--- src/rtl/imem_loader.sv ---
// imem_loader: assembles MSB-first bytes into words and writes them to instruction memory
// while holding the CPU in reset. Define IMEM_LOADER_CHECKSUM_EN to add the cksum output.
module imem_loader #(
    parameter int size    = 32,
    parameter int MemSize = 128
) (
    input  logic            clka,
    input  logic            rsta,
    input  logic            start,
    input  logic            in_valid,
    input  logic [7:0]      in_data,
    output logic            in_ready,
    output logic            wea,
    output logic [size-1:0] addra,
    output logic [size-1:0] dina,
    output logic            cpu_hold,
    output logic            done,
    output logic            overflow,
    output logic [7:0]      word_count
`ifdef IMEM_LOADER_CHECKSUM_EN
    ,
    output logic [31:0]     cksum
`endif
);

    typedef enum logic [1:0] {
        IDLE,
        LOAD,
        WRITE,
        DONE
    } state_t;

    localparam logic [size-1:0] Sentinel = {size{1'b1}};
    localparam logic [size-1:0] LastAddr = size'(MemSize - 1);

    state_t     state;
    logic [1:0] byte_idx;

    // Single FSM; every output is a register updated alongside the state transition.
    always_ff @(posedge clka) begin
        if (rsta) begin
            state      <= IDLE;
            in_ready   <= 1'b0;
            wea        <= 1'b0;
            addra      <= '0;
            dina       <= '0;
            cpu_hold   <= 1'b1;
            done       <= 1'b0;
            overflow   <= 1'b0;
            word_count <= '0;
            byte_idx   <= '0;
        end else begin
            wea <= 1'b0;
            case (state)
                IDLE, DONE: begin
                    if (start) begin
                        state      <= LOAD;
                        in_ready   <= 1'b1;
                        addra      <= '0;
                        word_count <= '0;
                        overflow   <= 1'b0;
                        byte_idx   <= '0;
                        cpu_hold   <= 1'b1;
                        done       <= 1'b0;
                    end
                end
                LOAD: begin
                    if (in_valid && in_ready) begin
                        dina     <= {dina[size-9:0], in_data};
                        byte_idx <= byte_idx + 2'd1;
                        if (byte_idx == 2'd3) begin
                            state    <= WRITE;
                            in_ready <= 1'b0;
                            wea      <= 1'b1;
                        end
                    end
                end
                WRITE: begin
                    word_count <= word_count + 8'd1;
                    // The sentinel is itself written, and takes precedence over memory-full.
                    if (dina == Sentinel) begin
                        state    <= DONE;
                        done     <= 1'b1;
                        cpu_hold <= 1'b0;
                        overflow <= 1'b0;
                    end else if (addra == LastAddr) begin
                        state    <= DONE;
                        done     <= 1'b1;
                        cpu_hold <= 1'b0;
                        overflow <= 1'b1;
                    end else begin
                        addra    <= addra + 1'b1;
                        state    <= LOAD;
                        in_ready <= 1'b1;
                    end
                end
                default: state <= IDLE;
            endcase
        end
    end

`ifdef IMEM_LOADER_CHECKSUM_EN
    // Running XOR of every word written this session, sentinel included.
    always_ff @(posedge clka) begin
        if (rsta) begin
            cksum <= '0;
        end else if ((state == IDLE || state == DONE) && start) begin
            cksum <= '0;
        end else if (wea) begin
            cksum <= cksum ^ 32'(dina);
        end
    end
`endif

endmodule
--- config.mk ---
export PLATFORM = sky130hd
export DESIGN_NAME = imem_loader
export DESIGN_NICKNAME = d
export VERILOG_FILES = /design/src/rtl/imem_loader.sv
export SDC_FILE = /design/constraint.sdc
export NUM_CORES = 1
export LEC_CHECK = 0
export BUFFER_PORTS_ARGS = -buffer_cell sky130_fd_sc_hd__buf_2
export CAP_MARGIN = 20
export CORE_MARGIN = 8
export CORE_UTILIZATION = 53
export DETAILED_ROUTE_END_ITERATION = 10
export HOLD_SLACK_MARGIN = 0.06
export PLACE_DENSITY = 0.88
export RECOVER_POWER = 50
export SLEW_MARGIN = 20
export SYNTH_ARGS = -nofsm -noshare
export SYNTH_HDL_FRONTEND = slang
export SYNTH_SLANG_ARGS = --single-unit
--- constraint.sdc ---
create_clock -name clka -period 3.2 [get_ports clka]
set_input_delay 0.48 -clock clka [delete_from_list [all_inputs] [get_ports clka]]
set_output_delay 0.48 -clock clka [all_outputs]
set_load 0.02 [all_outputs]
==> results of run 1 <==
[tightest hold or removal path, stage by stage]
cell and delay [ps]:
buf_2 90, nand2_1 40, a21oi_1 50
[cell type report]
cell class                 count  area, um^2
clock buffer                   9       123.9
clock inverter                 7       80.08
fill                         608        2472
inverter                       9       33.78
multi-input combinational    344        1932
sequential                    81        1622
tap                           80       100.1
timing repair buffer          95       392.9
[per-stage QoR]
step	setup slack, ps	hold WS (ps)	power, mW
6_report	526.1	354.6	2.464
4_1_cts	547.7	347.7	2.463
2_1_floorplan	929.6	455.5	1.532
5_1_grt	270.7	353.7	2.582
3_5_place_dp	584.5	462.5	1.715
3_3_place_gp	676.3	454.6	1.692
[cell families (layout without fill, tap and decap cells)]
family,Yosys count,after routing
xor+xnor,12,12
buf+inv,33,120
mux,2,2
compound gates,106,106
simple gates,218,218
fa+ha+maj,6,6
flops,81,81
[state kept, by name, summed over array words and instances, names as in the netlist]
register	cells
done	1
cpu_hold	1
addra	32
overflow	1
byte_idx	2
wea	1
state	2
dina	32
word_count	8
in_ready	1
[routing by layer]
metal	GRT usage, %	share of wire (%)	routed length, um	vias up
met4	8.498	1.6	158	0
met3	4.260	7.5	745	15
met5	0	0	0	-
li1	-	-	-	1823
met1	24.92	42	4227	1729
met2	33.32	49	4856	155
[Yosys cell counts, types with 2 or more instances]
| cell type | instances | area, um^2 |
|---|---|---|
| nand3_1 | 18 | 90.09 |
| or2_2 | 2 | 12.51 |
| or4_1 | 10 | 75.07 |
| nor4_1 | 9 | 56.30 |
| buf_2 | 2 | 10.01 |
| and2_1 | 2 | 12.51 |
| buf_6 | 2 | 22.52 |
| nand2b_1 | 4 | 25.02 |
| a21oi_1 | 62 | 310.3 |
| nor3b_1 | 3 | 22.52 |
| or3_1 | 10 | 62.56 |
| xnor2_1 | 7 | 61.31 |
| a31oi_1 | 6 | 37.54 |
| nor3_1 | 11 | 55.05 |
| mux2i_1 | 2 | 20.02 |
| dfxtp_1 | 81 | 1622 |
| nand2_1 | 87 | 326.6 |
| clkbuf_1 | 17 | 63.81 |
| o31ai_1 | 7 | 52.55 |
| buf_1 | 3 | 11.26 |
| nand4_1 | 20 | 125.1 |
| a311oi_1 | 2 | 17.52 |
| xor2_1 | 5 | 43.79 |
| nor2_1 | 22 | 82.58 |
| and3_1 | 10 | 62.56 |
| o21ai_0 | 15 | 75.07 |
| a211oi_1 | 2 | 15.01 |
| ha_1 | 6 | 75.07 |
| a21o_1 | 3 | 22.52 |
| and4_1 | 4 | 35.03 |
| inv_1 | 9 | 33.78 |
[where the power goes]
group / total [mW] / internal [mW] / switching [mW]
logic: 0.616 / 0.170 / 0.446
registers: 1.09 / 1.05 / 0.0413
clock network: 0.761 / 0.366 / 0.395
total: 2.46 / 1.58 / 0.882
[how the worst min path moves through the flow]
stage / end / depth (start not counted) / slack [ps]
detailed placement: dina[28]$_SDFFE_PP0P_ / 2 / 460
finish: dina[7]$_SDFFE_PP0P_ / 3 / 350
global placement: dina[31]$_SDFFE_PP0P_ / 2 / 450
floorplan: byte_idx[0]$_SDFFE_PP0P_ / 1 / 460
global route: dina[5]$_SDFFE_PP0P_ / 3 / 350
CTS: dina[7]$_SDFFE_PP0P_ / 3 / 350
==> flow_summary.json, run 1 <==
{
  "syn_area_um2": 3695,
  "grt_pass1_vias": 3496,
  "die_x_um": 99.50,
  "status": "complete, no violations",
  "drive_above_1_share_pct": 7.523,
  "max-vdd-ir-drop_uv": 319.5,
  "path_clk_slew_ps": 90,
  "ctsResizeCount": 0,
  "ctsHoldBuffers": 0,
  "mostFrequentLayoutCells": "nand2_1, dfxtp_1, clkbuf_1",
  "synthesis.nets": 476,
  "place.gp.congestion": 0.8563,
  "path_delay_family": "compound AO/OA/AOI/OAI gates",
  "syn_avg_cell_area_um2": 8.067,
  "synth_enable_flop_cells": 0,
  "num_io_pins": 89,
  "crit_fanout": 16,
  "post_cts_buffers": 0,
  "dp_hpwl_um": 7089,
  "p_per_area_nw_per_um2": 575.1,
  "port_buffers": 88,
  "nets": 558,
  "reg2regPathDepth": 9,
  "clock-sinks": 81,
  "worstPathArrival_ps": 2930,
  "maxSlewViolCount": 0,
  "r2r_slack_ps": 530,
  "critPathRequiredTime_ps": 3460,
  "overflow": 0,
  "wl_per_cell_um": 15.98,
  "placed_cell_area_um2": 4180,
  "synthArstFlopShare_pct": 0,
  "core_area_um2": 6756,
  "finalHoldViolCount": 0,
  "rsz0062_at_grt": "false",
  "viasPerCell": 5.955,
  "grt_pass1_wl_um": 16640,
  "area_growth_syn_to_layout_pct": 15.95,
  "final_common_cell": "nand2_1",
  "start_util_pct": 54.69,
  "drt-pass1-iter-count": 5,
  "final_area_um2": 4284,
  "rr_startpoint": "state[0]$_SDFFE_PP0P_",
  "setup_tns_ps": 0,
  "num_rows": 30,
  "numCtsBuffers": 9,
  "synth-seq-cells": 81,
  "clk_latency_ps": 350,
  "finalCritPeriodShare_pct": 83.56,
  "die_height_um": 99.50,
  "max_stage_delay_ps": 480,
  "skew_ps": 8.222,
  "synth-simple-area-share_pct": 29.83,
  "max_freq_mhz": 374.0,
  "dieArea_um2": 9899,
  "cts_tree": "built",
  "drv_cap": 0,
  "cts-root-buf": "clkbuf_8",
  "ys_seq_area_share_pct": 43.89,
  "clock_path_buffers": 2,
  "worstMarginPinSlew_ps": 1278,
  "antennaDiodeCount": 0,
  "synth_top_family_by_area": "simple AND/OR/NAND/NOR gates",
  "post_synth_mux_area_share_pct": 0.5418,
  "crit_start": "state[0]$_SDFFE_PP0P_",
  "grt_max_degree": 47,
  "synthFlopType": "dfxtp_1",
  "synth_fa_ha_area_share_pct": 2.032,
  "antenna_found_initial": 0,
  "cts_max_level": 3,
  "setup_viol": 0,
  "cp-start-kind": "flip-flop",
  "maxSlewHeadroom_pct": 14.81,
  "hold_class": "in2reg",
  "cp-endpoint": "addra[24]$_SDFFE_PP0P_",
  "finalCoreUtilization_pct": 63.41,
  "detail-route-antenna-nets": 0,
  "vias": 3722,
  "grt_use_total_pct": 20.21,
  "p_leak_nw": 1.394,
  "yosys_warnings": 0,
  "crit_cells": 9,
  "crit_buf_inv": 3,
  "final_cells": 625,
  "period_needed_ps": 2674,
  "drtIter0Drc": 345,
  "synth_compound_area_share_pct": 17.03,
  "end_kind": "flip-flop",
  "cpMaxStageDelayCell": "a21o_1",
  "r2r_end": "addra[24]$_SDFFE_PP0P_",
  "syn_inst": 458,
  "dp_cells": 609,
  "crit_chain": "inv_1, ha_1, nor2b_1, nor2_1, buf_4, a21o_1, buf_4, nor2_1, a41o_1",
  "synth_cell_types": 46,
  "min_from": "in_data[7]",
  "wl_um": 9987,
  "critical_path_class": "reg2reg",
  "synth_xor_area_share_pct": 2.845,
  "drc_errors": 0
}
(Power assumes the default switching activity.)
==> inputs of run 2 (changes only) <==
==> constraint.sdc (replaced) <==
create_clock -name clka -period 2.8 [get_ports clka]
set_input_delay 0.42 -clock clka [delete_from_list [all_inputs] [get_ports clka]]
set_output_delay 0.42 -clock clka [all_outputs]
set_load 0.02 [all_outputs]
==> flow_summary.json, run 2 (synthesized netlist as in run 1, its figures left out) <==
{
  "crit_fanout": 8,
  "antenna_found_initial": 0,
  "clock-sinks": 81,
  "cts-root-buf": "clkbuf_8",
  "port_buffers": 88,
  "maxSlewHeadroom_pct": 12.80,
  "rsz0062_at_grt": "false",
  "worstPathArrival_ps": 2830,
  "overflow": 0,
  "cp-start-kind": "flip-flop",
  "numCtsBuffers": 9,
  "die_height_um": 99.50,
  "mostFrequentLayoutCells": "nand2_1, dfxtp_1, clkbuf_1",
  "reg2regPathDepth": 8,
  "drtIter0Drc": 283,
  "critical_path_class": "reg2reg",
  "cts_tree": "built",
  "num_rows": 30,
  "cts_max_level": 3,
  "wl_um": 9937,
  "detail-route-antenna-nets": 0,
  "placed_cell_area_um2": 4195,
  "p_leak_nw": 1.410,
  "start_util_pct": 54.69,
  "antennaDiodeCount": 0,
  "worstMarginPinSlew_ps": 1308,
  "dieArea_um2": 9899,
  "grt_max_degree": 46,
  "hold_ws_ps": 285.0,
  "power_mw": 2.792,
  "path_clk_slew_ps": 90,
  "place.gp.congestion": 0.8837,
  "clock_path_buffers": 2,
  "rr_startpoint": "state[0]$_SDFFE_PP0P_",
  "status": "complete, no violations",
  "final_area_um2": 4292,
  "viasPerCell": 5.933,
  "p_per_area_nw_per_um2": 650.5,
  "post_cts_buffers": 0,
  "area_growth_syn_to_layout_pct": 16.15,
  "nets": 560,
  "drv_cap": 0,
  "period_needed_ps": 2577,
  "crit_start": "state[0]$_SDFFE_PP0P_",
  "die_x_um": 99.50,
  "drive_above_1_share_pct": 7.678,
  "dp_hpwl_um": 7016,
  "vias": 3720,
  "max_freq_mhz": 388.0,
  "r2r_slack_ps": 220,
  "hold_class": "in2reg",
  "end_kind": "flip-flop",
  "hold_depth": 3,
  "skew_ps": 13.10,
  "final_common_cell": "nand2_1",
  "finalCritPeriodShare_pct": 92.05,
  "cp-endpoint": "addra[24]$_SDFFE_PP0P_",
  "grt_pass1_wl_um": 16380,
  "setup_tns_ps": 0,
  "top_regs": "addra: 32 flops, dina: 32 flops, word_count: 8 flops",
  "critPathRequiredTime_ps": 3050,
  "ctsHoldBuffers": 0,
  "ctsResizeCount": 0,
  "grt_pass1_vias": 3527,
  "finalHoldViolCount": 0,
  "maxSlewViolCount": 0,
  "clk_latency_ps": 360,
  "grt_use_total_pct": 19.94,
  "drc_errors": 0,
  "setup_viol": 0,
  "wl_per_cell_um": 15.85,
  "drt-pass1-iter-count": 4,
  "min_from": "in_data[7]",
  "r2r_end": "addra[24]$_SDFFE_PP0P_",
  "num_io_pins": 89,
  "core_area_um2": 6756,
  "max-vdd-ir-drop_uv": 394.9
}
-- run 2: cell types whose count changed in the layout (fill, tap and decap cells not counted), sizes merged --
cell,delta
buf,+2
inv,-1
clkbuf,+1
clkinvlp,-3
clkinv,+3
-- run 2: worst max-delay path, cell delays in order (launching register included) --
cell and delay [ps]:
dfxtp_1 400, inv_1 70, ha_1 370, nor2b_1 220
nor2_1 270, o311ai_4 220, nor3_1 530, a31oi_1 160
a41o_1 230
-- run 2: through the flow --
step	instances	utilization [%]	setup WS (ps)
finish	627	63.52	222.5
global route	627	63.52	59.38
CTS	627	65.00	272.8
detailed placement	611	62.09	297.8
global placement	611	62.09	431.7
floorplan	458	-	529.6
-- run 2: power by group --
| part | total [mW] | internal (mW) | leakage (nW) | switching (mW) |
|---|---|---|---|---|
| clock | 0.850 | 0.415 | 0.0964 | 0.434 |
| sequential | 1.24 | 1.19 | 0.653 | 0.0483 |
| combinational | 0.699 | 0.194 | 0.660 | 0.506 |
-- run 2: worst min path at each step --
stage | end | slack [ps]
after floorplan | byte_idx[0]$_SDFFE_PP0P_ | 460
after global placement | dina[31]$_SDFFE_PP0P_ | 450
after detailed placement | dina[25]$_SDFFE_PP0P_ | 470
after CTS | dina[7]$_SDFFE_PP0P_ | 270
after global routing | dina[7]$_SDFFE_PP0P_ | 280
final | dina[7]$_SDFFE_PP0P_ | 290
-- run 2: layout make-up --
class / count / area [um^2]
Sequential cell: 81 / 1622
Multi-Input combinational cell: 344 / 1932
Clock inverter: 6 / 68.82
Inverter: 9 / 33.78
Timing Repair Buffer: 97 / 407.9
Clock buffer: 10 / 127.6
Tap cell: 80 / 100.1
Fill cell: 652 / 2465
-- run 2: metal layers --
metal / track usage (%) / part of all wire [%]
met5: 0 / 0
met4: 8.265 / 2.2
met3: 5.936 / 5.9
met2: 32.95 / 48
met1: 23.51 / 44
==> inputs of run 3 (changes only) <==
--- a/config.mk
+++ b/config.mk
@@ -13,6 +13,7 @@
 export HOLD_SLACK_MARGIN = 0.06
 export PLACE_DENSITY = 0.88
 export RECOVER_POWER = 50
+export REMOVE_ABC_BUFFERS = 1
 export SLEW_MARGIN = 20
 export SYNTH_ARGS = -nofsm -noshare
 export SYNTH_HDL_FRONTEND = slang
==> flow_summary.json, run 3 (synthesized netlist as in run 1, its figures left out) <==
{
  "status": "complete, no violations",
  "ctsResizeCount": 0,
  "final_area_um2": 4314,
  "start_util_pct": 54.69,
  "die_x_um": 99.50,
  "drt-pass1-iter-count": 4,
  "crit_fanout": 8,
  "finalCritPeriodShare_pct": 90.51,
  "crit_cells": 8,
  "path_delay_family": "simple AND/OR/NAND/NOR gates",
  "detail-route-antenna-nets": 0,
  "finalHoldViolCount": 0,
  "vias": 3722,
  "finalCoreUtilization_pct": 63.85,
  "max_freq_mhz": 394.6,
  "area_growth_syn_to_layout_pct": 16.76,
  "dp_hpwl_um": 7228,
  "cts_tree": "built",
  "post_cts_buffers": 0,
  "top_regs": "addra: 32 flops, dina: 32 flops, word_count: 8 flops",
  "wl_per_cell_um": 16.10,
  "cts_max_level": 3,
  "mostFrequentLayoutCells": "nand2_1, dfxtp_1, clkbuf_1",
  "rsz0062_at_grt": "false",
  "drtIter0Drc": 243,
  "antenna_found_initial": 0,
  "num_io_pins": 89,
  "grt_max_degree": 36,
  "grt_pass1_vias": 3573,
  "ctsHoldBuffers": 0,
  "setup_ws_ps": 265.6,
  "critical_path_class": "reg2reg",
  "hold_depth": 3,
  "grt_use_total_pct": 20.06,
  "multi_input_area_um2": 1932,
  "worstMarginPinSlew_ps": 1307,
  "maxSlewHeadroom_pct": 12.84,
  "pre_cts_slack_ps": 312.5,
  "skew_ps": 12.41,
  "numCtsBuffers": 9,
  "p_leak_nw": 1.420,
  "max_stage_delay_ps": 510,
  "placed_cell_area_um2": 4208,
  "drc_errors": 0,
  "num_rows": 30,
  "cp-start-kind": "flip-flop",
  "setup_tns_ps": 0,
  "nets": 560,
  "clock-sinks": 81,
  "drv_cap": 0,
  "critPathRequiredTime_ps": 3030,
  "reg2regPathDepth": 8,
  "wl_um": 10090,
  "port_buffers": 88,
  "crit_buf_inv": 1,
  "worstPathArrival_ps": 2770,
  "rr_startpoint": "state[0]$_SDFFE_PP0P_",
  "max-vdd-ir-drop_uv": 350.4,
  "crit_start": "state[0]$_SDFFE_PP0P_",
  "min_from": "in_data[0]",
  "die_height_um": 99.50,
  "overflow": 0,
  "crit_chain": "inv_1, ha_1, nor2b_1, nor2_1, o311ai_4, nor3_1, a31oi_1, a41o_1",
  "cts-root-buf": "clkbuf_8",
  "power_mw": 2.803,
  "setup_viol": 0,
  "final_cells": 627,
  "grt_pass1_wl_um": 16570,
  "drive_above_1_share_pct": 7.678,
  "hold_ws_ps": 313.1,
  "dp_cells": 611,
  "clk_latency_ps": 340,
  "p_per_area_nw_per_um2": 649.7,
  "period_needed_ps": 2534,
  "place.gp.congestion": 0.8238,
  "viasPerCell": 5.936,
  "antennaDiodeCount": 0,
  "end_kind": "flip-flop",
  "maxSlewViolCount": 0,
  "final_common_cell": "nand2_1",
  "hold_class": "in2reg",
  "path_clk_slew_ps": 80,
  "regArea_um2": 1622,
  "dieArea_um2": 9899,
  "cpMaxStageDelayCell": "nor3_1",
  "clock_path_buffers": 2,
  "core_area_um2": 6756,
  "n_fill_cell": 614
}
[run 3: final timing paths]
check / to / slack (ps)
worst max register to register: addra[24]$_SDFFE_PP0P_ / 270
worst max-delay path: addra[24]$_SDFFE_PP0P_ / 270
worst min-delay path: dina[0]$_SDFFE_PP0P_ / 310
worst min register to register: dina[27]$_SDFFE_PP0P_ / 480
[run 3: routing by layer]
metal / wire [um] / GRT usage (%) / up-vias / share of wire, %
met5: 0 / 0 / - / 0
met4: 211 / 10.01 / 0 / 2.1
met3: 501 / 3.212 / 18 / 5.0
met2: 5018 / 33.99 / 125 / 50
met1: 4362 / 24.01 / 1754 / 43
li1: - / - / 1825 / -
[run 3: worst reg2reg max path, delay by kind of cell, from the launching register on]
kind                     cells  cell delay [ps]
AND/OR/NAND/NOR              3              980
buffers and inverters        1               60
AO/OA/AOI/OAI                3              640
flip-flops                   1              380
adder cells (fa/ha/maj)      1              360
[run 3: report_power, final]
group / switching [mW] / internal [mW]
combinational: 0.498 / 0.185
clock: 0.415 / 0.462
sequential: 0.0488 / 1.19
[run 3: area by class of cell]
type | count | area share (%)
inverters | 9 | 0.7831
clock buffers | 12 | 3.596
flip-flops and latches | 81 | 37.59
well taps | 80 | 2.320
clock inverters | 4 | 1.189
multi-input cells | 344 | 44.78
repair buffers | 97 | 9.745
